$ cat config.mk
export PLATFORM = sky130hd
export DESIGN_NAME = irig_event_stamper
export DESIGN_NICKNAME = d
export VERILOG_FILES = /design/src/rtl/irig_event_stamper.sv
export SDC_FILE = /design/constraint.sdc
export NUM_CORES = 1
export LEC_CHECK = 0
export CAP_MARGIN = 20
export CORE_MARGIN = 2
export CORE_UTILIZATION = 64
export CTS_CLUSTER_DIAMETER = 30
export DETAILED_ROUTE_END_ITERATION = 10
export PLACE_DENSITY = 0.84
export SYNTH_ARGS = -nofsm -noshare
export SYNTH_HDL_FRONTEND = slang
export SYNTH_SLANG_ARGS = --single-unit
$ cat constraint.sdc
create_clock -name clk -period 11.8 [get_ports clk]
set_clock_uncertainty 0.1 [all_clocks]
set_input_delay 1.77 -clock clk [delete_from_list [all_inputs] [get_ports clk]]
set_output_delay 1.77 -clock clk [all_outputs]
set_load 0.1 [all_outputs]
$ cat src/rtl/irig_event_stamper.sv
// irig_event_stamper
//   Extends the IRIG-B decoded 1 s time with a sub-second tick counter that is
//   realigned on every PPS rising edge, and captures a full timestamp into a
//   first-word-fall-through FIFO on each rising edge of an asynchronous event.
//
// Ports
//   clk                 system clock (TICKS_PER_SEC ticks per second)
//   rst                 synchronous reset, active low
//   pps                 PPS from the decoder, synchronous to clk
//   ts_year/day/sec_day decoded time, valid by the cycle pps rises
//   event_in            asynchronous event strobe
//   evt_valid/evt_ready FIFO head handshake (pop on valid & ready)
//   evt_year/day/sec_day/subsec/locked   FIFO head contents
//   locked              PPS lock status
//   overflow            sticky: an event was dropped on a full FIFO
//   fifo_count          FIFO occupancy
//
// Build option
//   IRIG_HOLDOVER_EN    when defined, lock loss enters holdover: the counter
//                       wraps every second and the shadow time free-runs,
//                       instead of saturating with the time frozen.
module irig_event_stamper #(
  parameter int TICKS_PER_SEC = 10000000,
  parameter int PPS_TOL       = 1000,
  parameter int SUBSEC_W      = 24,
  parameter int FIFO_DEPTH    = 8
) (
  input  logic                          clk,
  input  logic                          rst,
  input  logic                          pps,
  input  logic [6:0]                    ts_year,
  input  logic [8:0]                    ts_day,
  input  logic [16:0]                   ts_sec_day,
  input  logic                          event_in,
  output logic                          evt_valid,
  input  logic                          evt_ready,
  output logic [6:0]                    evt_year,
  output logic [8:0]                    evt_day,
  output logic [16:0]                   evt_sec_day,
  output logic [SUBSEC_W-1:0]           evt_subsec,
  output logic                          evt_locked,
  output logic                          locked,
  output logic                          overflow,
  output logic [$clog2(FIFO_DEPTH):0]   fifo_count
);

  localparam int PW = $clog2(FIFO_DEPTH);
  localparam int CW = PW + 1;
  localparam logic [SUBSEC_W-1:0] SUB_MAX  = SUBSEC_W'(TICKS_PER_SEC - 1 + PPS_TOL);
  localparam logic [SUBSEC_W-1:0] SUB_LAST = SUBSEC_W'(TICKS_PER_SEC - 1);

  typedef struct packed {
    logic                lk;
    logic [6:0]          yr;
    logic [8:0]          day;
    logic [16:0]         sec;
    logic [SUBSEC_W-1:0] sub;
  } stamp_t;

  // ---------------- time base ----------------
  logic                pps_d_q, pps_rise;
  logic [SUBSEC_W-1:0] subsec_q, subsec_d;
  logic                locked_q, locked_d;
  logic [6:0]          yr_q, yr_d;
  logic [8:0]          day_q, day_d;
  logic [16:0]         sec_q, sec_d;
`ifdef IRIG_HOLDOVER_EN
  localparam logic [SUBSEC_W-1:0] SUB_TOL = SUBSEC_W'(PPS_TOL);
  logic hold_q, hold_d, adv;
`endif

  assign pps_rise = pps & ~pps_d_q;

  always_comb begin
    subsec_d = subsec_q;
    locked_d = locked_q;
    yr_d     = yr_q;
    day_d    = day_q;
    sec_d    = sec_q;
`ifdef IRIG_HOLDOVER_EN
    hold_d   = hold_q;
    adv      = 1'b0;
`endif
    if (pps_rise) begin
      // Every PPS realigns, early or late.
      yr_d     = ts_year;
      day_d    = ts_day;
      sec_d    = ts_sec_day;
      subsec_d = '0;
      locked_d = 1'b1;
`ifdef IRIG_HOLDOVER_EN
      hold_d   = 1'b0;
    end else if (hold_q && subsec_q == SUB_LAST) begin
      subsec_d = '0;
      adv      = 1'b1;
`endif
    end else if (subsec_q == SUB_MAX) begin
      locked_d = 1'b0;
`ifdef IRIG_HOLDOVER_EN
      // Only a previously locked time base free-runs; before the first PPS
      // there is no time to carry forward, so the counter just saturates.
      if (locked_q) begin
        subsec_d = SUB_TOL;
        hold_d   = 1'b1;
        adv      = 1'b1;
      end
`endif
    end else begin
      subsec_d = subsec_q + 1'b1;
    end
`ifdef IRIG_HOLDOVER_EN
    if (adv) begin
      if (sec_q >= 17'd86399) begin
        sec_d = '0;
        if (day_q >= ((yr_q[1:0] == 2'd0) ? 9'd366 : 9'd365)) begin
          day_d = 9'd1;
          yr_d  = (yr_q >= 7'd99) ? 7'd0 : yr_q + 1'b1;
        end else begin
          day_d = day_q + 1'b1;
        end
      end else begin
        sec_d = sec_q + 1'b1;
      end
    end
`endif
  end

  // ---------------- event synchronizer ----------------
  logic sync1_q, sync2_q, sync3_q, evt_edge;
  assign evt_edge = sync2_q & ~sync3_q;

  // Stamp from the values present this cycle; a coincident PPS wins so the
  // event lands at the start of the new second.
  stamp_t stamp;
  always_comb begin
    stamp.lk  = pps_rise | locked_q;
    stamp.yr  = pps_rise ? ts_year    : yr_q;
    stamp.day = pps_rise ? ts_day     : day_q;
    stamp.sec = pps_rise ? ts_sec_day : sec_q;
    stamp.sub = pps_rise ? '0 : ((subsec_q > SUB_LAST) ? SUB_LAST : subsec_q);
  end

  // ---------------- FIFO ----------------
  stamp_t          mem_q [FIFO_DEPTH];
  stamp_t          head, last_q;
  logic [PW-1:0]   wr_ptr_q, rd_ptr_q;
  logic [CW-1:0]   cnt_q, cnt_d;
  logic            ovf_q, full, pop, push;

  assign full = (cnt_q == CW'(FIFO_DEPTH));
  assign pop  = (cnt_q != '0) & evt_ready;
  assign push = evt_edge & (~full | pop);
  assign head = mem_q[rd_ptr_q];

  always_comb begin
    cnt_d = cnt_q;
    case ({push, pop})
      2'b10:   cnt_d = cnt_q + 1'b1;
      2'b01:   cnt_d = cnt_q - 1'b1;
      default: cnt_d = cnt_q;
    endcase
  end

  always_ff @(posedge clk) begin
    if (push) mem_q[wr_ptr_q] <= stamp;
  end

  always_ff @(posedge clk) begin
    if (!rst) begin
      pps_d_q  <= 1'b0;
      subsec_q <= '0;
      locked_q <= 1'b0;
      yr_q     <= '0;
      day_q    <= '0;
      sec_q    <= '0;
`ifdef IRIG_HOLDOVER_EN
      hold_q   <= 1'b0;
`endif
      sync1_q  <= 1'b0;
      sync2_q  <= 1'b0;
      sync3_q  <= 1'b0;
      wr_ptr_q <= '0;
      rd_ptr_q <= '0;
      cnt_q    <= '0;
      ovf_q    <= 1'b0;
      last_q   <= '0;
    end else begin
      pps_d_q  <= pps;
      subsec_q <= subsec_d;
      locked_q <= locked_d;
      yr_q     <= yr_d;
      day_q    <= day_d;
      sec_q    <= sec_d;
`ifdef IRIG_HOLDOVER_EN
      hold_q   <= hold_d;
`endif
      sync1_q  <= event_in;
      sync2_q  <= sync1_q;
      sync3_q  <= sync2_q;
      if (push) wr_ptr_q <= wr_ptr_q + 1'b1;
      if (pop)  rd_ptr_q <= rd_ptr_q + 1'b1;
      cnt_q    <= cnt_d;
      if (evt_edge & full & ~pop) ovf_q <= 1'b1;
      // Remember what was last shown so an empty FIFO keeps presenting it.
      if (cnt_q != '0) last_q <= head;
    end
  end

  stamp_t shown;
  assign shown       = (cnt_q != '0) ? head : last_q;
  assign evt_valid   = (cnt_q != '0);
  assign evt_year    = shown.yr;
  assign evt_day     = shown.day;
  assign evt_sec_day = shown.sec;
  assign evt_subsec  = shown.sub;
  assign evt_locked  = shown.lk;
  assign locked      = locked_q;
  assign overflow    = ovf_q;
  assign fifo_count  = cnt_q;

endmodule
==> flow_summary_export.csv <==
group,metric,value,unit
outcome,run_status,"completed",
logic_synthesis,async_reset_ff_frac,0,
place,gp_routability_congestion,0.846,
worst_hold_path,min-delay-path-class,"flip-flop to flip-flop",
detailed_routing,num_vias,14300,
setup_path,cp_slowest_cell,"sky130_fd_sc_hd__clkdlybuf4s50_1",
clock_network,clock_sink_count,598,
floorplan,initial_core_util,0.654,
logic_synthesis,synth-seq-area-share,0.732,
setup_path,critPathLaunchType,"flip-flop",
detailed_routing,firstDrtPassIters,6,
sta,finalMaxSlewViolations,0,
grt,grt_max_degree,64,
clock_network,htree_levels,3,
setup_path,worstSetupEndpointType,"output port",
setup_path,buffers_inverters_on_critical_path,3,
grt,antenna_found_initial,3,
logic_synthesis,synth_enable_flop_cells,464,
clock_network,post_cts_resize_count,0,
sta,final-hold-violation-count,0,
grt,global_route.usage.total,0.333,
setup_path,cp_cell_sequence,"buf_4 > buf_4 > mux4_2 > o22ai_1 > nor2_1 > clkdlybuf4s50_1",
finish,post-route-util,0.803,
logic_synthesis,netlist.top_cell.by_area,"sky130_fd_sc_hd__edfxtp_1",
floorplan,floorplan.io_pins,103,
detailed_routing,remaining_drc_errors,0,
detailed_routing,initialDrtViolationCount,2054,
logic_synthesis,syn-instance-count,1397,
finish,finalNetCount,1581,
place,port_buffers,102,
setup_path,worst_path_largest_cell_delay,1.01,ns
grt,gr-total-overflow,0,
sta,slew-limit-headroom,0.250,
sta,timing.final.setup_violations,0,
clock_network,worst_skew_pair.late_latency,0.63,ns
setup_path,required,9.93,ns
clock_network,clock_tree.root_cell,"sky130_fd_sc_hd__clkbuf_16",
logic_synthesis,synth_flop_cell,"sky130_fd_sc_hd__edfxtp_1",
setup_path,path_max_fanout,47,
detailed_routing,drt-wirelength-per-cell,28.9,um
logic_synthesis,mappedNetlistNets,1441,
detailed_routing,drt-total-wl,60200,um
grt,grt_pass1_wl,89400,um
clock_network,postCtsSetupRepairBufs,0,
logic_synthesis,syn_area_per_cell,16.3,um2
clock_network,cts_inserted_buffers,102,
logic_synthesis,yosysWarnings,0,
floorplan,std_cell_rows,68,
clock_network,cts_tree,"built",
setup_path,worst-setup-path-type,"flip-flop to output port",
finish,n_fill_cell,1510,
finish,layout_common_cells,"sky130_fd_sc_hd__edfxtp_1 (464), sky130_fd_sc_hd__nor2_1 (137), sky130_fd_sc_hd__dfxtp_1 (132), sky130_fd_sc_hd__mux4_2 (116), sky130_fd_sc_hd__nand2_1 (114)",
setup_path,worst-endpoint-arrival,5.14,ns
sta,layout_worst_path_cycle_share,0.594,
finish,drive_gt1_frac,0.206,
floorplan,die_h,192,um
job,cap_violations,0,
sta,grt_setup_unrepaired,"no",
sta,timing.setup.tns,0,ns
logic_synthesis,synth-seq-cells,598,
grt,first_global_vias,14800,
clock_network,clkSlewWorstSetupHoldPaths,0.05,ns
logic_synthesis,yosysUniqueCellTypes,56,
sta,timing.hold.ws,0.377,ns
sta,worstMarginPinSlew,1.12,ns
clock_network,max-clock-path-buffers,3,
finish,synthToLayoutAreaGrowth,22.7,%
setup_path,timing.critical_path.max_delay_family,"buffers and inverters",
sta,max_freq,143,MHz
setup_path,crit_top_cell,"sky130_fd_sc_hd__buf_4",
detailed_routing,antenna_violating_nets_post_route,0,
clock_network,ctsHoldBuffers,0,
finish,final_common_cell,"sky130_fd_sc_hd__edfxtp_1",
sta,final_period_minus_worst_setup_slack,7.01,ns
floorplan,core_area,34700,um2
place,place.detailed.hpwl,27400,um
logic_synthesis,share_of_yosys_cell_area_claimed_by_the_top_area_cell_type,0.614,
detailed_routing,vias_per_cell,6.86,
logic_synthesis,netlist_top_cells_area,"sky130_fd_sc_hd__edfxtp_1 (61%), sky130_fd_sc_hd__dfxtp_1 (12%), sky130_fd_sc_hd__mux4_2 (12%), sky130_fd_sc_hd__nor2_1 (2.4%), sky130_fd_sc_hd__nand2_1 (1.9%)",
logic_synthesis,synth.cell_area,22700,um2
floorplan,die-width,192,um
floorplan,full_die_area,37000,um2
-- flip-flops by register name, summed over array words and instances (netlist names), 3 cells and up, named ones only --
| signal | flops |
|---|---|
| day_q | 9 |
| fifo_count | 4 |
| last_q | 58 |
| mem_q | 464 |
| rd_ptr_q | 3 |
| sec_q | 17 |
| subsec_q | 24 |
| wr_ptr_q | 3 |
| yr_q | 7 |
-- cell families (layout without fill, tap and decap cells) --
kind of cell,after synthesis,in the layout,share of synthesized area
adders and majority gates,6,6,0.00364
buffers and inverters,93,320,0.0173
AOI/OAI and AO/OA,152,152,0.0418
other,0,2,0
xor gates and xnor gates,13,13,0.00501
muxes,118,118,0.116
DFF,598,598,0.732
and+or+nand+nor,417,417,0.0847
-- tightest hold or removal path, cell delays in order (launching register included) --
cell                      delay, ns
sky130_fd_sc_hd__dfxtp_1       0.29
sky130_fd_sc_hd__nand2_1       0.07
sky130_fd_sc_hd__a21oi_1       0.07
-- per-stage QoR --
stage / instance area, um2 / setup slack (ns) / instances
5_1_grt: 27900 / 4.42 / 2081
6_report: 27900 / 4.79 / 2081
4_1_cts: 27900 / 4.70 / 2078
3_5_place_dp: 24200 / 5.47 / 1887
3_3_place_gp: 24200 / 5.50 / 1887
2_1_floorplan: 22700 / 4.60 / 1397
-- final cells by class --
type	instances	area, um2	area share
sequential	598	16600	0.596
multi-input combinational	706	5780	0.207
timing repair buffer	120	1160	0.0417
inverter	9	35.0	0.00126
antenna	2	5.00	0.000180
tap	455	569	0.0204
clock buffer	116	2660	0.0953
clock inverter	75	1040	0.0372
-- routing by layer --
layer,up-vias,wire length [um],GRT usage,part of all wire
met3,191,6340,0.0786,0.11
met1,7142,21200,0.424,0.35
met4,0,2300,0.164,0.038
met2,1184,30400,0.546,0.50
met5,-,0,0,0
li1,5769,-,-,-
-- cell usage after synthesis (3+ instances only) --
master                     count
sky130_fd_sc_hd__edfxtp_1    464
sky130_fd_sc_hd__nor2_1      143
sky130_fd_sc_hd__dfxtp_1     134
sky130_fd_sc_hd__mux4_2      116
sky130_fd_sc_hd__nand2_1     115
sky130_fd_sc_hd__nor3_1       66
sky130_fd_sc_hd__o22ai_1      58
sky130_fd_sc_hd__a21oi_1      51
sky130_fd_sc_hd__clkbuf_1     49
sky130_fd_sc_hd__buf_2        23
sky130_fd_sc_hd__nand3_1      18
sky130_fd_sc_hd__or4_1        13
sky130_fd_sc_hd__o21a_1       12
sky130_fd_sc_hd__and2_1       10
sky130_fd_sc_hd__o31ai_1      10
sky130_fd_sc_hd__buf_1         9
sky130_fd_sc_hd__inv_1         9
sky130_fd_sc_hd__nand2b_1      8
sky130_fd_sc_hd__xnor2_1       8
sky130_fd_sc_hd__nand4_1       7
sky130_fd_sc_hd__and3_1        6
sky130_fd_sc_hd__ha_1          5
sky130_fd_sc_hd__nor4_1        5
sky130_fd_sc_hd__o21ai_0       5
sky130_fd_sc_hd__xor2_1        5
sky130_fd_sc_hd__and4_1        4
sky130_fd_sc_hd__nand3b_1      4
sky130_fd_sc_hd__or3_1         4
sky130_fd_sc_hd__nor2b_1       3
sky130_fd_sc_hd__nor3b_1       3
-- final timing paths --
kind	cells past startpoint	slack, ns	start	end
hold / removal	2	0.38	yr_q[1]$_SDFF_PN0_	yr_q[1]$_SDFF_PN0_
setup / recovery	6	4.79	flip-flop	evt_sec_day[12]
setup reg to reg	5	8.01	flip-flop	last_q[40]$_SDFF_PN0_
hold reg to reg	2	0.38	yr_q[1]$_SDFF_PN0_	yr_q[1]$_SDFF_PN0_
Power is left out: the tool's default activity adds up to more than one toggle a clock period on the data nets, which glitch-free logic cannot reach.
